==> src/rtl/vec_dot_engine.sv <==
// Dot-product engine: 2*VEC_LEN word store (A then B) with a sequential multiply-accumulate run.
// Build option: define VEC_DOT_SIGNED_EN for two's-complement elements/result; unsigned otherwise.
module vec_dot_engine #(
  parameter int unsigned WORD_W  = 4,
  parameter int unsigned VEC_LEN = 16,
  localparam int unsigned MEM_D  = 2 * VEC_LEN,
  localparam int unsigned MEM_AW = $clog2(MEM_D),
  localparam int unsigned ADDR_W = MEM_AW + 1,
  localparam int unsigned ACC_W  = 2 * WORD_W + $clog2(VEC_LEN)
) (
  input  logic              clk,
  input  logic              rst,
  input  logic [1:0]        op_i,
  input  logic [ADDR_W-1:0] addr_i,
  input  logic [WORD_W-1:0] wdata_i,
  output logic [WORD_W-1:0] rdata_o,
  output logic [ACC_W-1:0]  result_o,
  output logic [1:0]        state_o,
  output logic              done_o
);

  typedef enum logic [1:0] {
    S_IDLE = 2'd0,
    S_RUN  = 2'd1,
    S_DONE = 2'd2
  } state_t;

  typedef enum logic [1:0] {
    OP_READ  = 2'd0,
    OP_WRITE = 2'd1,
    OP_RUN   = 2'd2,
    OP_CLEAR = 2'd3
  } op_t;

  state_t              state;
  op_t                 op;
  logic [WORD_W-1:0]   mem [MEM_D];
  logic [ACC_W-1:0]    acc;
  logic [ADDR_W-1:0]   idx;
  logic [ADDR_W-1:0]   n_len;

  logic                addr_ok;
  logic                wr_en;
  logic [ADDR_W-1:0]   n_clamp;
  logic [WORD_W-1:0]   a_word;
  logic [WORD_W-1:0]   b_word;
  logic [ACC_W-1:0]    a_ext;
  logic [ACC_W-1:0]    b_ext;
  logic [ACC_W-1:0]    prod;
  logic [ACC_W-1:0]    acc_sum;
  logic                last;

  assign op      = op_t'(op_i);
  assign addr_ok = addr_i < ADDR_W'(MEM_D);
  assign wr_en   = (op == OP_WRITE) && addr_ok && (state != S_RUN);
  assign n_clamp = (addr_i > ADDR_W'(VEC_LEN)) ? ADDR_W'(VEC_LEN) : addr_i;
  assign a_word  = mem[MEM_AW'(idx)];
  assign b_word  = mem[MEM_AW'(idx) + MEM_AW'(VEC_LEN)];

  // Operands widened to the accumulator width so the product cannot overflow.
`ifdef VEC_DOT_SIGNED_EN
  assign a_ext = {{(ACC_W-WORD_W){a_word[WORD_W-1]}}, a_word};
  assign b_ext = {{(ACC_W-WORD_W){b_word[WORD_W-1]}}, b_word};
`else
  assign a_ext = {{(ACC_W-WORD_W){1'b0}}, a_word};
  assign b_ext = {{(ACC_W-WORD_W){1'b0}}, b_word};
`endif

  assign prod    = a_ext * b_ext;
  assign acc_sum = acc + prod;
  assign last    = (idx + ADDR_W'(1)) == n_len;

  assign state_o = state;

  // Vector storage carries no reset; contents are undefined until written.
  always_ff @(posedge clk) begin
    if (wr_en) begin
      mem[MEM_AW'(addr_i)] <= wdata_i;
    end
  end

  // Control FSM with registered read data, result and done pulse.
  always_ff @(posedge clk or posedge rst) begin
    if (rst) begin
      state    <= S_IDLE;
      rdata_o  <= '0;
      result_o <= '0;
      done_o   <= 1'b0;
      acc      <= '0;
      idx      <= '0;
      n_len    <= '0;
    end else begin
      done_o <= 1'b0;

      if (op == OP_READ) begin
        rdata_o <= addr_ok ? mem[MEM_AW'(addr_i)] : '0;
      end

      case (state)
        S_IDLE: begin
          if (op == OP_CLEAR) begin
            result_o <= '0;
            acc      <= '0;
            idx      <= '0;
          end else if (op == OP_RUN) begin
            n_len <= n_clamp;
            acc   <= '0;
            idx   <= '0;
            if (n_clamp == '0) begin
              state    <= S_DONE;
              result_o <= '0;
              done_o   <= 1'b1;
            end else begin
              state <= S_RUN;
            end
          end
        end

        S_RUN: begin
          if (op == OP_CLEAR) begin
            state    <= S_IDLE;
            result_o <= '0;
            acc      <= '0;
            idx      <= '0;
          end else begin
            acc <= acc_sum;
            idx <= idx + ADDR_W'(1);
            if (last) begin
              state    <= S_DONE;
              result_o <= acc_sum;
              done_o   <= 1'b1;
            end
          end
        end

        S_DONE: begin
          if (op == OP_CLEAR) begin
            state    <= S_IDLE;
            result_o <= '0;
            acc      <= '0;
            idx      <= '0;
          end else if (op != OP_RUN) begin
            state <= S_IDLE;
          end
        end

        default: begin
          state <= S_IDLE;
        end
      endcase
    end
  end

endmodule

==> config.mk <==
export PLATFORM = sky130hd
export DESIGN_NAME = vec_dot_engine
export DESIGN_NICKNAME = d
export VERILOG_FILES = /design/src/rtl/vec_dot_engine.sv
export SDC_FILE = /design/constraint.sdc
export NUM_CORES = 1
export LEC_CHECK = 0
export CAP_MARGIN = 20
export CORE_MARGIN = 3
export CORE_UTILIZATION = 65
export CTS_BUF_LIST = sky130_fd_sc_hd__clkbuf_8
export DETAILED_ROUTE_END_ITERATION = 12
export PLACE_DENSITY = 0.87
export SLEW_MARGIN = 5
export SYNTH_ARGS = -nofsm -noshare
export SYNTH_HDL_FRONTEND = slang
export SYNTH_SLANG_ARGS = --single-unit
==> constraint.sdc <==
create_clock -name clk -period 7.46 [get_ports clk]
set_input_delay 1.492 -clock clk [delete_from_list [all_inputs] [get_ports clk]]
set_output_delay 1.492 -clock clk [all_outputs]
set_load 0.05 [all_outputs]
==> flow_summary.toml, run 1 <==
[floorplanning]
coreArea_um2 = 12900
die_h_um = 122
dieArea_um2 = 15000
io_pins = 33
initial_core_util = 0.681
row_count = 41
die_w_um = 122

[setup_path]
crit_arrival_ns = 6.32
cp_slowest_cell = "dfrtp_2"
cp_max_fo = 25
cp.required_ns = 7.83
cp.buffers_inverters = 2
timing.critical_path.to_type = "register"
cp_top_family = "adder cells"
worst_setup_path_start_kind = "register"
crit_top_cell = "fa_1"
critPathKind = "reg -> reg"
path_cells = "buf_4 -> mux4_2 -> mux2_2 -> o221ai_1 -> or2_1 -> fa_1 -> fa_1 -> fa_1 -> inv_1 -> ha_1 -> a211oi_1 -> o21ai_1 -> a31oi_1 -> nand3b_1 -> xnor2_1 -> a32o_1"
slowest_delay_ns = 0.91

[power]
p_per_area_nw_per_um2 = 305
total_leakage_power_nw = 3.41
irDropWorstVdd_uv = 272

[timing]
clock_skew_ns = 0.00867
fmax_mhz = 168
drv_slew = 0
setup_viol = 0
relSlewSlack = 0.253
setup_tns_ns = 0
period_needed_ns = 5.95
worstMarginPinSlew_ns = 1.12
rsz0062_at_grt = "no"
fin_crit_sh = 0.798
finalHoldViolCount = 0

[yosys]
yosysSeqAreaShare = 0.559
synth_common_cells = "edfxtp_1 (128), mux4_2 (64), nor2_1 (54)"
synthesis.nets = 634
ys_ff_latch = 171
syn_area_per_cell_um2 = 14.9
ys_warn_count = 0
synth_top_cell_area_share = 0.437
netlist_top_cells_area = "edfxtp_1 (44%), mux4_2 (16%), dfrtp_1 (12%)"
postSynthCellCount = 592
yosys.area.top_type = "edfxtp_1"
synth_async_sr_flop_share = 0.251
ys.flop_type = "edfxtp_1"
synth_area_um2 = 8800
synth_enable_flop_cells = 128
synth_most_common_cell = "edfxtp_1"
yosysUniqueCellTypes = 53

[drt]
routed_wl_mm = 19.4
ant_nets = 0
routedWlPerCell_um = 24.0
met2_length_mm = 10.0
num_vias = 5496
wl_met1_mm = 7.15
drtPass1Iterations = 7
first_iter_violations = 695
vias_per_cell = 6.79
post-route-drc-count = 0
wl_met3_mm = 1.77
routed.top_layer = "met4"

[global_routing]
grt_max_degree = 44
grt_pass1_vias = 5635
grt_pass1_wl_mm = 31.1
grt.total_usage = 0.283
grt_overflow = 0
antenna_found_initial = 0

[clock_network]
hold_buffers = 0
cts_tree = "built"
clk_pin_slew_ns = 0.09
clock_latency_ns = 0.47
cts_root_buf = "clkbuf_8"
post_cts_resize_count = 0
htreeDepth = 4
cts_inserted_buffers = 17
clock_path_buffers = 2
cts_setup_buffers = 0
clock_sinks = 171

[placed_design]
dp.cells = 772
port_buffers = 32
dp_hpwl_mm = 13.5
gp_congestion = 0.985

[flow_run]
drv_cap = 0

[cells_and_area]
stdcell_count = 809
n_antenna_cell = 0
nets = 666
syn_to_final_growth_pct = 10.5
drive_gt1_frac = 0.201

[min_path]
worstHoldPathType = "reg -> reg"

[status]
status = "finished clean"
[power by group]
part	switching, W	total (W)	internal (W)
logic	0.000643	0.00114	0.000494
clock network	0.000353	0.000691	0.000337
registers	0.0000699	0.00114	0.00107
total	0.00107	0.00297	0.00190
[per-layer routing]
layer / track usage / vias up
li1: - / 2396
met1: 0.366 / 2737
met2: 0.467 / 318
met3: 0.0714 / 45
met4: 0.108 / 0
met5: 0 / -
[logic make-up after synthesis]
family                   after synthesis  share of synthesized area
flip-flops                           171                      0.559
adder cells (fa/ha/maj)               28                     0.0475
AO/OA/AOI/OAI                        106                     0.0863
multiplexers                          80                      0.183
buffers and inverters                 54                     0.0287
XOR/XNOR                              18                     0.0188
AND/OR/NAND/NOR                      135                     0.0763
[path summary, 6_finish.rpt]
| kind | from | endpoint | slack [ns] | cells past startpoint |
|---|---|---|---|---|
| setup reg to reg | idx[0]$_DFFE_PP0P_ | result_o[11]$_DFFE_PP0P_ | 1.51 | 16 |
| min in group asynchronous | rst | done_o$_DFF_PP0_ | 1.45 | 3 |
| hold reg to reg | idx[5]$_DFFE_PP0P_ | idx[5]$_DFFE_PP0P_ | 0.50 | 1 |
| setup / recovery | idx[0]$_DFFE_PP0P_ | result_o[11]$_DFFE_PP0P_ | 1.51 | 16 |
| max in group asynchronous | rst | idx[0]$_DFFE_PP0P_ | 5.63 | 3 |
| hold / removal | idx[5]$_DFFE_PP0P_ | idx[5]$_DFFE_PP0P_ | 0.50 | 1 |
[cells in the final DEF, fill, tap and decap left out, types with 3 or more instances in the layout]
cell and instances:
edfxtp_1 128, buf_4 8, a21o_1 5, xor2_1 7, buf_8 3, xnor2_1 10, a32o_1 4, or2_1 6
nand2b_1 5, dfrtp_1 42, mux2_2 10, inv_1 22, clkbuf_8 17, o21ai_0 7, o31ai_1 5, a21oi_1 15
o221ai_1 8, nand4_1 4, nand3_1 9, mux4_2 64, nor2b_1 10, o21ai_1 16, clkdlybuf4s50_1 31, and3_1 3
nor2_1 54, mux2i_1 6, a22o_1 22, a32oi_1 4, fa_1 9, nand2_1 24, ha_1 19, inv_6 4
nand3b_1 4, a22oi_1 10, bufinv_16 3
[registers in the layout, indices dropped and copies added, names as in the netlist]
signal,cells
done_o,1
mem,128
rdata_o,4
n_len,6
acc,12
result_o,12
state_o,2
idx,6
[per-stage QoR]
stage	hold slack [ns]	total power [W]	setup WS [ns]	area (µm²)	util
finish	0.498	0.00297	1.51	9730	0.752
global route	0.514	0.00314	1.08	9730	0.752
CTS	0.500	0.00297	1.45	9640	0.746
detailed placement	0.480	0.00228	1.49	9220	0.713
global placement	0.474	0.00224	1.72	9220	0.713
floorplan	0.457	0.00203	2.53	8800	-
[area by class of cell]
type / instances / area (µm²)
Sequential cell: 171 / 4920
Fill cell: 807 / 3200
Timing Repair Buffer: 45 / 459
Multi-Input combinational cell: 367 / 3630
Tap cell: 172 / 215
Clock buffer: 17 / 234
Clock inverter: 15 / 185
Inverter: 22 / 82.6
Note: power is estimated with default switching activity, not from simulation.
==> inputs of run 2 (changes only) <==
Settings changed: CORE_UTILIZATION 65 to 63, PLACE_DENSITY 0.87 to 0.85.
Clock period 7.46 ns to 5.8 ns, I/O delays scaled along.
==> run 2 against run 1 <==
  * Cell area grew 0.46%
  * Maximum frequency grew 11%
  * Worst setup slack lost 1.1 ns
  * Worst hold slack lost 0.0014 ns
  * Largest power group is now combinational logic
  * Sequential share of layout area shrank 0.23 points
  * Power grew 30%
  * Clock skew grew 0.0038 ns
==> flow_summary.toml, run 2 (same netlist as run 1, synthesis figures left out) <==
[power]
p_per_area_nw_per_um2 = 396
total_leakage_power_nw = 3.43
irDropWorstVdd_uv = 369

[timing]
worstMarginPinSlew_ns = 0.900
rsz0062_at_grt = "no"
setup_viol = 0
fin_crit_sh = 0.922
fin_hold_ws_ns = 0.497
fmax_mhz = 187
relSlewSlack = 0.398
finalHoldViolCount = 0
drv_slew = 0
setup_tns_ns = 0
clock_skew_ns = 0.0125
period_needed_ns = 5.35

[drt]
wl_met3_mm = 1.90
routed.top_layer = "met4"
ant_nets = 0
met2_length_mm = 9.87
post-route-drc-count = 0
wl_met1_mm = 7.50
vias_per_cell = 6.93
first_iter_violations = 635
num_vias = 5626
routedWlPerCell_um = 24.5
routed_wl_mm = 19.9
drtPass1Iterations = 5

[setup_path]
critPathKind = "reg -> reg"
rr_startpoint = "idx[0]$_DFFE_PP0P_"
cp.buffers_inverters = 2
reg2reg_slack_ns = 0.45
worst_setup_path_start_kind = "register"
cp-startpoint = "idx[0]$_DFFE_PP0P_"
timing.critical_path.to_type = "register"
cp.required_ns = 6.16
crit_top_cell = "fa_1"
cp_top_family = "adder cells"
crit_arrival_ns = 5.71
slowest_delay_ns = 0.55
reg2reg_depth = 17
rr_endpoint = "result_o[11]$_DFFE_PP0P_"
cp_max_fo = 37
path_cells = "buf_12 -> mux4_2 -> mux2i_1 -> a22oi_1 -> o221ai_1 -> or2_1 -> fa_1 -> fa_1 -> fa_1 -> inv_1 -> ha_1 -> a211oi_1 -> o21ai_1 -> a31oi_1 -> nand3b_1 -> xnor2_1 -> a32o_1"
cp_slowest_cell = "mux4_2"

[floorplanning]
die_h_um = 124
row_count = 42
io_pins = 33
initial_core_util = 0.654
dieArea_um2 = 15400
die_w_um = 124
coreArea_um2 = 13500

[placed_design]
dp_hpwl_mm = 13.9
dp.cells = 777
gp_congestion = 0.981
dpl_cell_area_um2 = 9260
port_buffers = 32

[min_path]
worstHoldPathType = "reg -> reg"
min-delay-start = "idx[5]$_DFFE_PP0P_"
worstHoldEndpoint = "idx[5]$_DFFE_PP0P_"
hold_path_depth = 1

[clock_network]
clock_path_buffers = 2
clock_latency_ns = 0.47
cts_tree = "built"
htreeDepth = 4
post_cts_resize_count = 0
cts_setup_buffers = 0
cts_root_buf = "clkbuf_8"
clk_pin_slew_ns = 0.09
hold_buffers = 0
clock_sinks = 171
cts_inserted_buffers = 17

[cells_and_area]
reg.largest.list = "mem x128, acc x12, result_o x12"
utilization = 0.726
num-fill-cells = 865
syn_to_final_growth_pct = 11.0
stdcell_count = 812
layout_common_cells = "edfxtp_1 (128), mux4_2 (64), nor2_1 (54)"
n_antenna_cell = 0
multi_input_area_um2 = 3630
stdcell_area_um2 = 9770
nets = 666
drive_gt1_frac = 0.201
seq_area_um2 = 4920
largest_reg_flops = 128
mostFrequentLayoutCell = "edfxtp_1"
top_register = "mem"

[global_routing]
grt_pass1_vias = 5668
grt_overflow = 0
antenna_found_initial = 0
grt.total_usage = 0.278
grt_max_degree = 44
grt_pass1_wl_mm = 31.2

[flow_run]
drv_cap = 0

[status]
status = "finished clean"
-- run 2: cell types whose count changed in the layout (fill, tap and decap cells not counted), sizes merged --
cell,before,now
bufinv,3,4
clkinv,5,3
clkinvlp,1,0
inv,28,29
-- run 2: metrics by stage --
| stage | setup WS [ns] | total power, W |
|---|---|---|
| 6_report | 0.453 | 0.00387 |
| 5_1_grt | 0.146 | 0.00411 |
| 4_1_cts | 0.447 | 0.00388 |
| 3_5_place_dp | 0.449 | 0.00296 |
| 3_3_place_gp | 0.642 | 0.00289 |
| 2_1_floorplan | 0.867 | 0.00261 |
-- run 2: area by class of cell --
cell class,instances,area share
Inverter,22,0.00845
Clock inverter,14,0.0213
Sequential cell,171,0.504
Multi-Input combinational cell,367,0.371
Timing Repair Buffer,45,0.0488
Tap cell,176,0.0225
Clock buffer,17,0.0239
-- run 2: routing by layer --
metal,vias up,GRT usage
li1,2399,-
met1,2821,0.375
met2,353,0.444
met3,53,0.0627
met4,0,0.118
met5,-,0
-- run 2: worst max-delay path by stage --
stage                                          end  depth (start not counted)
after floorplan           result_o[11]$_DFFE_PP0P_                         17
after global placement    result_o[11]$_DFFE_PP0P_                         17
after detailed placement  result_o[11]$_DFFE_PP0P_                         17
after CTS                 result_o[11]$_DFFE_PP0P_                         17
after global routing      result_o[11]$_DFFE_PP0P_                         17
final                     result_o[11]$_DFFE_PP0P_                         17
-- run 2: power by group --
| part | total, W | internal (W) | switching (W) |
|---|---|---|---|
| registers | 0.00143 | 0.00138 | 0.0000492 |
| clock network | 0.000934 | 0.000479 | 0.000455 |
| logic | 0.00151 | 0.000649 | 0.000862 |
-- run 2: worst register-to-register path, delay by kind of cell (launching register included) --
family | cells | cell delay [ns]
AOI/OAI and AO/OA | 6 | 1.30
xor gates and xnor gates | 1 | 0.09
adders and majority gates | 4 | 1.82
buffers and inverters | 2 | 0.30
DFF | 1 | 0.38
muxes | 2 | 0.96
and+or+nand+nor | 2 | 0.36
==> inputs of run 3 (changes only) <==
Settings changed: CORE_MARGIN 3 to not set.
==> run 3 against run 2 <==
  * Cell area decreased by 0.24%
  * Sequential share of layout area increased by 0.12 points
  * Core utilization decreased by 0.18 points
  * Critical path depth unchanged
  * Largest cell class unchanged
  * Largest power group unchanged
==> flow_summary.toml, run 3 (same netlist as run 1, synthesis figures left out) <==
[floorplanning]
die_w_um = 120
io_pins = 33
coreArea_um2 = 13500
die_h_um = 120
initial_core_util = 0.654
row_count = 42
dieArea_um2 = 14400

[setup_path]
crit_top_cell = "fa_1"
cp.buffers_inverters = 2
rr_startpoint = "idx[0]$_DFFE_PP0P_"
crit_arrival_ns = 5.76
reg2reg_depth = 17
critPathKind = "reg -> reg"
cp_top_family = "adder cells"
cp_slowest_cell = "mux4_2"
slowest_delay_ns = 0.53
reg2reg_slack_ns = 0.39
path_cells = "buf_12 -> mux4_2 -> mux2i_1 -> a22oi_1 -> o221ai_1 -> or2_1 -> fa_1 -> fa_1 -> fa_1 -> inv_1 -> ha_1 -> a211oi_1 -> o21ai_1 -> a31oi_1 -> nand3b_1 -> xnor2_1 -> a32o_1"
worst_setup_path_start_kind = "register"
cp.required_ns = 6.15
timing.critical_path.to_type = "register"
cp_max_fo = 37
rr_endpoint = "result_o[11]$_DFFE_PP0P_"

[drt]
post-route-drc-count = 0
drtPass1Iterations = 6
num_vias = 5522
first_iter_violations = 801
routedWlPerCell_um = 23.7
routed_wl_mm = 19.2
vias_per_cell = 6.79
ant_nets = 0

[placed_design]
gp_congestion = 0.987
dp_hpwl_mm = 13.4
port_buffers = 32
dpl_worst_slack_ns = 0.450

[cells_and_area]
top_register = "mem"
syn_to_final_growth_pct = 10.7
n_antenna_cell = 0
drive_gt1_frac = 0.203
nets = 666
mostFrequentLayoutCell = "edfxtp_1"
utilization = 0.725
reg.largest.list = "mem x128, acc x12, result_o x12"
layout_common_cells = "edfxtp_1 (128), mux4_2 (64), nor2_1 (54)"
largest_reg_flops = 128

[timing]
fmax_mhz = 185
finalHoldViolCount = 0
setup_viol = 0
setup_tns_ns = 0
worstMarginPinSlew_ns = 0.880
fin_crit_sh = 0.933
period_needed_ns = 5.41
clock_skew_ns = 0.0116
rsz0062_at_grt = "no"
drv_slew = 0
relSlewSlack = 0.405
setup_slack_ns = 0.390

[power]
total_leakage_power_nw = 3.42
p_per_area_nw_per_um2 = 388
irDropWorstVdd_uv = 225

[global_routing]
antenna_found_initial = 0
grt_pass1_wl_mm = 30.9
grt_pass1_vias = 5616
grt_max_degree = 44
grt_overflow = 0
grt.total_usage = 0.293

[min_path]
min-delay-start = "idx[5]$_DFFE_PP0P_"
worstHoldPathType = "reg -> reg"
hold_path_depth = 1
worstHoldEndpoint = "idx[5]$_DFFE_PP0P_"

[clock_network]
hold_buffers = 0
post_cts_resize_count = 0
clock_sinks = 171
clock_path_buffers = 2
clock_latency_ns = 0.47
cts_tree = "built"
cts_inserted_buffers = 17
cts_setup_buffers = 0
htreeDepth = 4
clk_pin_slew_ns = 0.09
cts_root_buf = "clkbuf_8"

[status]
status = "finished clean"

[flow_run]
drv_cap = 0
[run 3: cell types whose count changed in the layout (fill, tap and decap cells not counted), sizes merged]
cell,change
bufinv,-3
clkinv,+2
clkinvlp,+1
inv,+1
[run 3: metrics by stage]
stage	instance area, µm²	hold slack, ns	power, W	std cells
6_report	9750	0.502	0.00379	813
5_1_grt	9750	0.530	0.00399	813
4_1_cts	9650	0.503	0.00378	809
3_5_place_dp	9260	0.492	0.00296	777
3_3_place_gp	9260	0.474	0.00290	777
2_1_floorplan	8800	0.457	0.00261	592
[run 3: worst register-to-register path, stage by stage (launching register included)]
cell and delay, ns:
dfrtp_2 0.38, buf_12 0.28, mux4_2 0.56, mux2i_1 0.39, a22oi_1 0.15, o221ai_1 0.15, or2_1 0.18, fa_1 0.43
fa_1 0.51, fa_1 0.52, inv_1 0.05, ha_1 0.36, a211oi_1 0.36, o21ai_1 0.12, a31oi_1 0.34, nand3b_1 0.18
xnor2_1 0.09, a32o_1 0.25
[run 3: report_power, final]
group	switching, W	internal, W	leakage, nW
Clock	0.000468	0.000355	0.200
Sequential	0.0000496	0.00138	1.73
Combinational	0.000883	0.000653	1.48
Total	0.00140	0.00238	3.42
[run 3: worst max path at each step]
stage                            start  slack [ns]  cells past startpoint                       end
floorplan           idx[0]$_DFFE_PP0P_        0.87                     17  result_o[11]$_DFFE_PP0P_
global placement    idx[0]$_DFFE_PP0P_        0.63                     17  result_o[11]$_DFFE_PP0P_
detailed placement  idx[0]$_DFFE_PP0P_        0.45                     17  result_o[11]$_DFFE_PP0P_
CTS                 idx[0]$_DFFE_PP0P_        0.44                     17  result_o[11]$_DFFE_PP0P_
global route        idx[0]$_DFFE_PP0P_        0.13                     17  result_o[11]$_DFFE_PP0P_
finish              idx[0]$_DFFE_PP0P_        0.39                     17  result_o[11]$_DFFE_PP0P_
[run 3: final cells by class]
class                           instances  area [µm²]
Tap cell                              176         220
Timing Repair Buffer                   45         505
Multi-Input combinational cell        367        3630
Inverter                               22        82.6
Fill cell                             876        3710
Clock inverter                         15         155
Sequential cell                       171        4920
Clock buffer                           17         234
[run 3: layer usage]
metal  vias to the layer above  global-route usage  wire [µm]
met4                         0               0.114        469
met1                      2784               0.396       7480
met2                       303               0.467       9700
li1                       2394                   -          -
met3                        41              0.0670       1590
met5                         -                   0          0
